===== src/rtl/mdc_pkg.sv =====
// Shared types and constants for the multi-beverage coffee controller:
// state/status encoding, coin denominations and price lookup.
package mdc_pkg;

    localparam logic [2:0] STATUS_IDLE   = 3'b000;
    localparam logic [2:0] STATUS_CREDIT = 3'b001;
    localparam logic [2:0] STATUS_BREW   = 3'b010;
    localparam logic [2:0] STATUS_CHANGE = 3'b011;
    localparam logic [2:0] STATUS_REFUND = 3'b100;

    // State encoding equals the status code so status comes straight off the state flops.
    typedef enum logic [2:0] {
        ST_IDLE   = STATUS_IDLE,
        ST_CREDIT = STATUS_CREDIT,
        ST_BREW   = STATUS_BREW,
        ST_CHANGE = STATUS_CHANGE,
        ST_REFUND = STATUS_REFUND
    } state_t;

    localparam int COIN_VAL [0:3] = '{5, 10, 25, 50};

    localparam int MAX_BEV = 8;
    localparam int MAX_W   = 16;

    // Extracts the w-bit price of beverage idx from a packed price vector (idx 0 in LSBs).
    function automatic logic [MAX_W-1:0] price_at(input logic [MAX_BEV*MAX_W-1:0] prices,
                                                  input int idx,
                                                  input int w);
        logic [MAX_BEV*MAX_W-1:0] shifted;
        logic [MAX_W-1:0] mask;
        shifted = prices >> (idx * w);
        mask    = (MAX_W'(1) << w) - MAX_W'(1);
        return shifted[MAX_W-1:0] & mask;
    endfunction

endpackage


===== src/rtl/maquina_de_cafe_multi_if.sv =====
// Panel/coin-acceptor/dispenser signal bundle of the coffee controller.
interface maquina_de_cafe_multi_if #(
    parameter int N_BEV    = 4,
    parameter int CREDIT_W = 8
);
    localparam int IDX_W = $clog2(N_BEV);

    logic                coin_valid;
    logic [1:0]          coin_type;
    logic                sel_valid;
    logic [IDX_W-1:0]    sel_idx;
    logic                cancel;
    logic                water_ok;
    logic [N_BEV-1:0]    stock_ok;

    logic [2:0]          status;
    logic [CREDIT_W-1:0] credit;
    logic                dispense;
    logic [IDX_W-1:0]    bev_idx;
    logic                change_valid;
    logic [CREDIT_W-1:0] change_amt;
    logic                coin_reject;
    logic                insufficient;

    modport master (
        output coin_valid, coin_type, sel_valid, sel_idx, cancel, water_ok, stock_ok,
        input  status, credit, dispense, bev_idx, change_valid, change_amt,
               coin_reject, insufficient
    );

    modport slave (
        input  coin_valid, coin_type, sel_valid, sel_idx, cancel, water_ok, stock_ok,
        output status, credit, dispense, bev_idx, change_valid, change_amt,
               coin_reject, insufficient
    );

endinterface


===== src/rtl/mdc_timer.sv =====
// Loadable down-counter with a zero flag; used for brew duration and credit timeout.
module mdc_timer #(
    parameter int W = 8
) (
    input  logic         clk,
    input  logic         rst,
    input  logic         load,
    input  logic         en,
    input  logic [W-1:0] load_val,
    output logic         zero
);

    logic [W-1:0] count;

    // Load wins over counting; the counter parks at zero instead of wrapping.
    always_ff @(posedge clk or negedge rst) begin
        if (!rst) begin
            count <= '0;
        end else if (load) begin
            count <= load_val;
        end else if (en && (count != '0)) begin
            count <= count - W'(1);
        end
    end

    assign zero = (count == '0);

endmodule


===== src/rtl/maquina_de_cafe_multi.sv =====
// Multi-beverage coffee controller: coin credit, priced selection, timed brew,
// change on completion and full refund on cancel, timeout or missing ingredient.
module maquina_de_cafe_multi
    import mdc_pkg::*;
#(
    parameter int                        N_BEV          = 4,
    parameter int                        CREDIT_W       = 8,
    parameter logic [N_BEV*CREDIT_W-1:0] PRICES         = {8'd40, 8'd30, 8'd25, 8'd15},
    parameter int                        BREW_CYCLES    = 16,
    parameter int                        TIMEOUT_CYCLES = 1000
) (
    input  logic                   clk,
    input  logic                   rst,
    maquina_de_cafe_multi_if.slave bus
);

    localparam int IDX_W  = $clog2(N_BEV);
    localparam int BREW_W = $clog2(BREW_CYCLES + 1);
    localparam int TO_W   = $clog2(TIMEOUT_CYCLES + 1);
    localparam logic [MAX_BEV*MAX_W-1:0] PRICE_VEC = (MAX_BEV*MAX_W)'(PRICES);

    state_t              state;
    logic [CREDIT_W-1:0] credit_q;
    logic [CREDIT_W-1:0] change_amt_q;
    logic [IDX_W-1:0]    bev_idx_q;
    logic                dispense_q;
    logic                change_valid_q;
    logic                coin_reject_q;
    logic                insufficient_q;

    logic [CREDIT_W:0]   coin_val;
    logic [CREDIT_W:0]   coin_sum;
    logic                coin_fits;
    logic [CREDIT_W-1:0] credit_in;
    logic                sel_in_range;
    logic                sel_stocked;
    logic [CREDIT_W-1:0] sel_price;
    logic [CREDIT_W-1:0] brew_price;
    logic                any_event;
    logic                brew_go;
    logic                brew_load;
    logic                brew_en;
    logic                brew_zero;
    logic                to_load;
    logic                to_en;
    logic                to_zero;

    // Credit after this cycle's coin, if it fits; shared by every CREDIT-state outcome.
    assign coin_val     = (CREDIT_W+1)'(COIN_VAL[bus.coin_type]);
    assign coin_sum     = {1'b0, credit_q} + coin_val;
    assign coin_fits    = !coin_sum[CREDIT_W];
    assign credit_in    = (bus.coin_valid && coin_fits) ? coin_sum[CREDIT_W-1:0] : credit_q;

    assign sel_in_range = bus.sel_valid && (int'(bus.sel_idx) < N_BEV);
    assign sel_stocked  = bus.water_ok && bus.stock_ok[bus.sel_idx];
    assign sel_price    = CREDIT_W'(price_at(PRICE_VEC, int'(bus.sel_idx), CREDIT_W));
    assign brew_price   = CREDIT_W'(price_at(PRICE_VEC, int'(bev_idx_q), CREDIT_W));
    assign any_event    = bus.coin_valid || bus.sel_valid || bus.cancel;

    assign brew_go   = !bus.cancel && sel_in_range && sel_stocked && (credit_in >= sel_price);
    assign brew_load = (state == ST_CREDIT) && brew_go;
    assign brew_en   = (state == ST_BREW);
    assign to_load   = ((state == ST_IDLE) && bus.coin_valid) || ((state == ST_CREDIT) && any_event);
    assign to_en     = (state == ST_CREDIT) && !any_event;

    mdc_timer #(.W(BREW_W)) u_brew_timer (
        .clk      (clk),
        .rst      (rst),
        .load     (brew_load),
        .en       (brew_en),
        .load_val (BREW_W'(BREW_CYCLES - 1)),
        .zero     (brew_zero)
    );

    mdc_timer #(.W(TO_W)) u_timeout_timer (
        .clk      (clk),
        .rst      (rst),
        .load     (to_load),
        .en       (to_en),
        .load_val (TO_W'(TIMEOUT_CYCLES - 1)),
        .zero     (to_zero)
    );

    // Controller FSM; every output is a flop updated together with the state.
    always_ff @(posedge clk or negedge rst) begin
        if (!rst) begin
            state          <= ST_IDLE;
            credit_q       <= '0;
            change_amt_q   <= '0;
            bev_idx_q      <= '0;
            dispense_q     <= 1'b0;
            change_valid_q <= 1'b0;
            coin_reject_q  <= 1'b0;
            insufficient_q <= 1'b0;
        end else begin
            coin_reject_q  <= 1'b0;
            insufficient_q <= 1'b0;
            change_valid_q <= 1'b0;
            change_amt_q   <= '0;

            case (state)
                ST_IDLE: begin
                    if (bus.coin_valid) begin
                        if (coin_fits) begin
                            credit_q <= coin_sum[CREDIT_W-1:0];
                            state    <= ST_CREDIT;
                        end else begin
                            coin_reject_q <= 1'b1;
                        end
                    end
                end

                ST_CREDIT: begin
                    if (bus.coin_valid && !coin_fits) begin
                        coin_reject_q <= 1'b1;
                    end
                    if (bus.cancel || (sel_in_range && !sel_stocked)) begin
                        change_valid_q <= 1'b1;
                        change_amt_q   <= credit_in;
                        credit_q       <= '0;
                        state          <= ST_REFUND;
                    end else if (sel_in_range && (credit_in < sel_price)) begin
                        insufficient_q <= 1'b1;
                        credit_q       <= credit_in;
                    end else if (sel_in_range) begin
                        credit_q   <= credit_in - sel_price;
                        bev_idx_q  <= bus.sel_idx;
                        dispense_q <= 1'b1;
                        state      <= ST_BREW;
                    end else if (!any_event && to_zero) begin
                        change_valid_q <= 1'b1;
                        change_amt_q   <= credit_q;
                        credit_q       <= '0;
                        state          <= ST_REFUND;
                    end else begin
                        credit_q <= credit_in;
                    end
                end

                ST_BREW: begin
                    coin_reject_q <= bus.coin_valid;
                    // Losing water aborts the drink, so the customer gets its price back.
                    if (!bus.water_ok) begin
                        dispense_q     <= 1'b0;
                        change_valid_q <= 1'b1;
                        change_amt_q   <= credit_q + brew_price;
                        credit_q       <= '0;
                        state          <= ST_REFUND;
                    end else if (brew_zero) begin
                        dispense_q <= 1'b0;
                        if (credit_q != '0) begin
                            change_valid_q <= 1'b1;
                            change_amt_q   <= credit_q;
                            credit_q       <= '0;
                            state          <= ST_CHANGE;
                        end else begin
                            state <= ST_IDLE;
                        end
                    end
                end

                ST_CHANGE, ST_REFUND: begin
                    coin_reject_q <= bus.coin_valid;
                    state         <= ST_IDLE;
                end

                default: begin
                    state <= ST_IDLE;
                end
            endcase
        end
    end

    assign bus.status       = state;
    assign bus.credit       = credit_q;
    assign bus.dispense     = dispense_q;
    assign bus.bev_idx      = bev_idx_q;
    assign bus.change_valid = change_valid_q;
    assign bus.change_amt   = change_amt_q;
    assign bus.coin_reject  = coin_reject_q;
    assign bus.insufficient = insufficient_q;

endmodule


===== src/flat_wrapper.sv =====
// flat-port wrapper written by rule: the top's interface ports become plain ports
module maquina_de_cafe_multi_flat import mdc_pkg::*;
#(
    parameter int                        N_BEV          = 4,
    parameter int                        CREDIT_W       = 8,
    parameter logic [N_BEV*CREDIT_W-1:0] PRICES         = {8'd40, 8'd30, 8'd25, 8'd15},
    parameter int                        BREW_CYCLES    = 16,
    parameter int                        TIMEOUT_CYCLES = 1000
)
  (clk, rst, bus_coin_valid, bus_coin_type, bus_sel_valid, bus_sel_idx, bus_cancel, bus_water_ok, bus_stock_ok, bus_status, bus_credit, bus_dispense, bus_bev_idx, bus_change_valid, bus_change_amt, bus_coin_reject, bus_insufficient);
  maquina_de_cafe_multi_if #(.N_BEV(N_BEV), .CREDIT_W(CREDIT_W)) bus_i ();
  input  logic clk;
  input  logic rst;
  input wire logic [$bits(bus_i.coin_valid)-1:0] bus_coin_valid;
  input wire logic [$bits(bus_i.coin_type)-1:0] bus_coin_type;
  input wire logic [$bits(bus_i.sel_valid)-1:0] bus_sel_valid;
  input wire logic [$bits(bus_i.sel_idx)-1:0] bus_sel_idx;
  input wire logic [$bits(bus_i.cancel)-1:0] bus_cancel;
  input wire logic [$bits(bus_i.water_ok)-1:0] bus_water_ok;
  input wire logic [$bits(bus_i.stock_ok)-1:0] bus_stock_ok;
  output wire logic [$bits(bus_i.status)-1:0] bus_status;
  output wire logic [$bits(bus_i.credit)-1:0] bus_credit;
  output wire logic [$bits(bus_i.dispense)-1:0] bus_dispense;
  output wire logic [$bits(bus_i.bev_idx)-1:0] bus_bev_idx;
  output wire logic [$bits(bus_i.change_valid)-1:0] bus_change_valid;
  output wire logic [$bits(bus_i.change_amt)-1:0] bus_change_amt;
  output wire logic [$bits(bus_i.coin_reject)-1:0] bus_coin_reject;
  output wire logic [$bits(bus_i.insufficient)-1:0] bus_insufficient;
  assign bus_i.coin_valid = bus_coin_valid;
  assign bus_i.coin_type = bus_coin_type;
  assign bus_i.sel_valid = bus_sel_valid;
  assign bus_i.sel_idx = bus_sel_idx;
  assign bus_i.cancel = bus_cancel;
  assign bus_i.water_ok = bus_water_ok;
  assign bus_i.stock_ok = bus_stock_ok;
  assign bus_status = bus_i.status;
  assign bus_credit = bus_i.credit;
  assign bus_dispense = bus_i.dispense;
  assign bus_bev_idx = bus_i.bev_idx;
  assign bus_change_valid = bus_i.change_valid;
  assign bus_change_amt = bus_i.change_amt;
  assign bus_coin_reject = bus_i.coin_reject;
  assign bus_insufficient = bus_i.insufficient;
  maquina_de_cafe_multi #(.N_BEV(N_BEV), .CREDIT_W(CREDIT_W), .PRICES(PRICES), .BREW_CYCLES(BREW_CYCLES), .TIMEOUT_CYCLES(TIMEOUT_CYCLES)) u_core (.clk(clk), .rst(rst), .bus(bus_i));
endmodule

===== config.mk =====
export PLATFORM = sky130hd
export DESIGN_NAME = maquina_de_cafe_multi_flat
export DESIGN_NICKNAME = d
export VERILOG_FILES = /design/src/rtl/mdc_pkg.sv /design/src/rtl/maquina_de_cafe_multi_if.sv /design/src/rtl/mdc_timer.sv /design/src/rtl/maquina_de_cafe_multi.sv /design/src/flat_wrapper.sv
export SDC_FILE = /design/constraint.sdc
export NUM_CORES = 1
export LEC_CHECK = 0
export CAP_MARGIN = 20
export CORE_MARGIN = 3
export CORE_UTILIZATION = 64
export DETAILED_ROUTE_END_ITERATION = 8
export DONT_BUFFER_PORTS = 1
export PLACE_DENSITY = 0.8
export SKIP_LAST_GASP = 1
export SLEW_MARGIN = 10
export SYNTH_ARGS = -nofsm -noshare
export SYNTH_HDL_FRONTEND = slang
export SYNTH_SLANG_ARGS = --single-unit

===== constraint.sdc =====
create_clock -name clk -period 4.8 [get_ports clk]
set_input_delay 0.96 -clock clk [delete_from_list [all_inputs] [get_ports clk]]
set_output_delay 0.96 -clock clk [all_outputs]
set_load 0.005 [all_outputs]

==> implementation parameters <==
Parameter                              Value

Synthesis
  Yosys warnings ... 0
  Synth unique cells ... 57
  Main flop type after synthesis ... sky130_fd_sc_hd__dfrtp_1
  Synthesized flop and latch total ... 40
  Ys async rst share ... 100%
  Number of enable-type register cells in the synthesized netlist ... 0
  Sequential area share after synthesis ... between 30% and 40%
  Mapped Cells ... 361
  Combined area of all synthesized cells ... around 3100 um^2
  Avg Synthesized Cell Area ... between 8 and 9 um^2
  Syn_nets ... 404

Floorplan
  FP Rows ... 24
  Die ar. ... 5710 um^2
  Die extent in x ... 75.5 um
  Chip height ... 75.5 um
  Floorplan core area ... 4500 um^2
  Initial core utilization ... 68.7%
  Number of I/O pins ... 39

Hold path
  Worst min-delay path category ... primary input to asynchronous set/reset pin

GRT
  Number of global-route vias before repair ... around 2600
  Global-route track usage on met3 ... 5.15%
  First-pass GRT wire length ... between 10000 and 15000 um
  Total Routing Usage GR ... 30.4%
  GR Util met2 ... between 40% and 50%
  Met1 usage in global routing ... between 40% and 50%
  Top Usage Layer GRT ... met2
  Maximum number of pins on one net before global-route repair ... around 40
  Total congestion overflow ... 0
  Number of antenna violations at the first check in global routing ... 0

Place
  Post-placement setup slack ... 0.0207 ns
  RD Place Congestion ... 0.967
  Count of input and output buffers ... 0
  # placed instances ... 412
  Placed cell area ... 3240 um^2
  Post-detail-place hpwl ... 6280 um

Setup path
  Largest driver fanout on the critical path ... 9
  Startpoint type of the worst setup path ... primary input
  Internal reg-to-reg setup slack ... ~0.74 ns
  Launch point of the critical path ... bus_coin_type[0]
  Critical setup path kind ... primary input to flop
  Type of element capturing the critical path ... flop
  Critical path required time ... 5.03 ns
  Cell count of the worst reg-to-reg path ... 13
  Capture instance of the worst register-to-register path ... u_core.bus.credit[3]$_DFFE_PN0P_
  Worst reg2reg path startpoint ... u_core.bus.credit[2]$_DFFE_PN0P_
  Data arrival at the endpoint of the critical path ... 4.76 ns

Timing
  Ratio of final minimum period to clock period ... between 90 and 100%
  Transition time at the pin with the least slew margin ... 0.774 ns
  Clock skew after layout ... approximately 0.012 ns
  Final Setup Violations ... 0
  Slew Limit Headroom ... about half
  Post-layout minimum cycle time ... 4.54 ns
  FMAX ... 0.220 GHz
  Crit path setup slack, layout ... 0.262 ns
  Setup total negative slack ... 0 ns
  Number of pins exceeding their max-slew limit in the final report ... 0
  Setup repair after global routing missed its margin ... no
  Final hold violation count ... 0

Outcome
  Run status ... complete, no violations

Routing
  Total iterations of the first detailed-routing run ... 5
  Routed vias/inst ... between 6 and 7
  Vias after detailed routing ... around 2800
  WL per Instance ... 19.3 um
  Number of nets with antenna violations after detailed routing ... 0
  1st-iter DRT viols ... 287
  Number of DRC violations after detailed routing ... 0
  Total wire length after detailed routing ... between 8000 and 9000 um

CTS
  Buffers inserted by post-CTS timing repair ... 0
  Clk pin slew, worst setup/hold paths ... approximately 0.080 ns
  Clock buffer count from CTS ... 5
  Buffer depth of the longest clock path ... 2
  CTS tree ... built
  Insertion delay to the later sink of the worst-skew pair ... ~0.30 ns
  CTS H-tree depth ... 2
  Num Clock Sinks ... 40
  PostCTS Resize Cnt ... 0
  CTS root buf ... sky130_fd_sc_hd__clkbuf_8
  Number of hold buffers added after cts ... 0

Cells and area
  Share of the core filled with cells ... 73.9%
  Count of filler cells inserted in the layout ... 321
  Proportion of layout cells with a drive suffix above 1 ... 12.5%
  Synthesis-to-layout area growth ... 7.48%
  Post-route non-filler standard cell count ... roughly 420
  Diodes inserted ... 0
  Nets@finish ... just over 400
  Final Cell Area ... ~3300 um^2

Pwr
  Total leakage power ... 1.46 nW
  Maximum ir drop on the vdd rail ... 0.000534 V
  Power density over the cells ... 725 nW/um^2

Run
  Max Cap Violations ... 0
-- cells in the mapped netlist, types with 4 or more instances --
library cell | n | area [um^2]
sky130_fd_sc_hd__nand2_1 | 34 | 128
sky130_fd_sc_hd__xor2_1 | 7 | 61.3
sky130_fd_sc_hd__nand3_1 | 5 | 25.0
sky130_fd_sc_hd__or2_2 | 7 | 43.8
sky130_fd_sc_hd__mux2i_1 | 5 | 50.1
sky130_fd_sc_hd__o21ai_1 | 4 | 20.0
sky130_fd_sc_hd__o21ai_0 | 27 | 135
sky130_fd_sc_hd__nor2_1 | 36 | 135
sky130_fd_sc_hd__nor3_1 | 13 | 65.1
sky130_fd_sc_hd__inv_1 | 29 | 109
sky130_fd_sc_hd__and3_1 | 4 | 25.0
sky130_fd_sc_hd__a211oi_1 | 5 | 37.5
sky130_fd_sc_hd__o211ai_1 | 7 | 52.6
sky130_fd_sc_hd__o21a_1 | 6 | 45.0
sky130_fd_sc_hd__clkbuf_1 | 6 | 22.5
sky130_fd_sc_hd__xnor2_1 | 13 | 114
sky130_fd_sc_hd__and2_1 | 4 | 25.0
sky130_fd_sc_hd__dfrtp_1 | 40 | 1000
sky130_fd_sc_hd__ha_1 | 26 | 325
sky130_fd_sc_hd__a21oi_1 | 22 | 110
-- cells in the final DEF (no fill, tap or decap), types with 4 or more instances in the layout --
cell type,synthesis,layout
sky130_fd_sc_hd__nand3_1,5,5
sky130_fd_sc_hd__a21oi_1,22,20
sky130_fd_sc_hd__mux2i_1,5,5
sky130_fd_sc_hd__and2_1,4,4
sky130_fd_sc_hd__xor2_1,7,7
sky130_fd_sc_hd__nor2_1,36,36
sky130_fd_sc_hd__or2_2,7,5
sky130_fd_sc_hd__clkbuf_8,0,5
sky130_fd_sc_hd__o21a_1,6,6
sky130_fd_sc_hd__o211ai_1,7,7
sky130_fd_sc_hd__xnor2_1,13,13
sky130_fd_sc_hd__nor3_1,13,13
sky130_fd_sc_hd__o21ai_1,4,5
sky130_fd_sc_hd__a211oi_1,5,5
sky130_fd_sc_hd__nand2_1,34,34
sky130_fd_sc_hd__o21ai_0,27,26
sky130_fd_sc_hd__ha_1,26,22
sky130_fd_sc_hd__buf_4,1,7
sky130_fd_sc_hd__dfrtp_1,40,40
sky130_fd_sc_hd__inv_1,29,26
-- critical path, cell delays in order --
cell                        delay (ns)
sky130_fd_sc_hd__inv_2            0.03
sky130_fd_sc_hd__ha_2             0.16
sky130_fd_sc_hd__or2_4            0.25
sky130_fd_sc_hd__ha_4             0.16
sky130_fd_sc_hd__inv_2            0.05
sky130_fd_sc_hd__fa_2             0.22
sky130_fd_sc_hd__nor2b_2          0.06
sky130_fd_sc_hd__o31a_4           0.37
sky130_fd_sc_hd__o31ai_4          0.33
sky130_fd_sc_hd__buf_12           0.18
sky130_fd_sc_hd__mux2_2           0.37
sky130_fd_sc_hd__ha_1             0.35
sky130_fd_sc_hd__nand2_1          0.08
sky130_fd_sc_hd__or2_4            0.27
sky130_fd_sc_hd__o2111ai_4        0.31
sky130_fd_sc_hd__and3_4           0.32
sky130_fd_sc_hd__a32oi_1          0.12
sky130_fd_sc_hd__a31oi_1          0.19
-- report_power, final --
part / switching [mW] / internal [mW]
registers: 0.151 / 0.447
logic: 0.945 / 0.646
clock network: 0.123 / 0.0985
total: 1.22 / 1.19
-- per-layer routing --
metal | vias to the layer above | share of wire [%]
li1 | 1298 | -
met1 | 1324 | 41
met2 | 153 | 48
met3 | 23 | 8.6
met4 | 0 | 2.5
met5 | - | 0
-- registers in the layout, indices dropped and copies added (netlist names), 2 cells and up --
register                      count
u_core.u_timeout_timer.count     10
u_core.bus.change_amt             8
u_core.bus.credit                 8
u_core.u_brew_timer.count         5
u_core.bus.status                 3
u_core.bus.bev_idx                2
-- final cells by class --
| type | count | area [um^2] | share of cell area [%] |
|---|---|---|---|
| Clock buffer | 5 | 68.8 | 2.07 |
| Inverter | 29 | 109 | 3.27 |
| Tap cell | 52 | 65.1 | 1.96 |
| Timing Repair Buffer | 8 | 72.6 | 2.18 |
| Sequential cell | 40 | 1000 | 30.1 |
| Multi-Input combinational cell | 283 | 2000 | 60.1 |
| Clock inverter | 2 | 12.5 | 0.376 |
-- cells by family (layout without fill, tap and decap cells) --
group                    Yosys count  count (layout)  synth area share, %
AO/OA/AOI/OAI                    102             102                 22.5
multiplexers                       9               9                 3.52
adder cells (fa/ha/maj)           29              29                 12.4
buffers and inverters             38              44                 4.77
AND/OR/NAND/NOR                  123             123                 18.8
flip-flops                        40              40                 32.3
XOR/XNOR                          20              20                 5.66
-- how the worst max path moves through the flow --
stage	end	slack, ns	cells after the start
after global placement	u_core.bus.status[1]$_DFFE_PN0P_	0.07	19
final	u_core.bus.credit[3]$_DFFE_PN0P_	0.26	18
after detailed placement	u_core.bus.status[0]$_DFFE_PN0P_	0.02	18
after CTS	u_core.bus.status[1]$_DFFE_PN0P_	0.32	19
after floorplan	u_core.bus.credit[3]$_DFFE_PN0P_	0.006	20
after global routing	u_core.bus.credit[4]$_DFFE_PN0P_	0.11	19
-- stage by stage --
step | power (mW) | hold WS (ns)
finish | 2.41 | 0.344
global route | 2.60 | 0.327
CTS | 2.37 | 0.338
detailed placement | 2.14 | 0.500
global placement | 2.11 | 0.501
floorplan | 1.73 | 0.480
(Power assumes the default switching activity.)
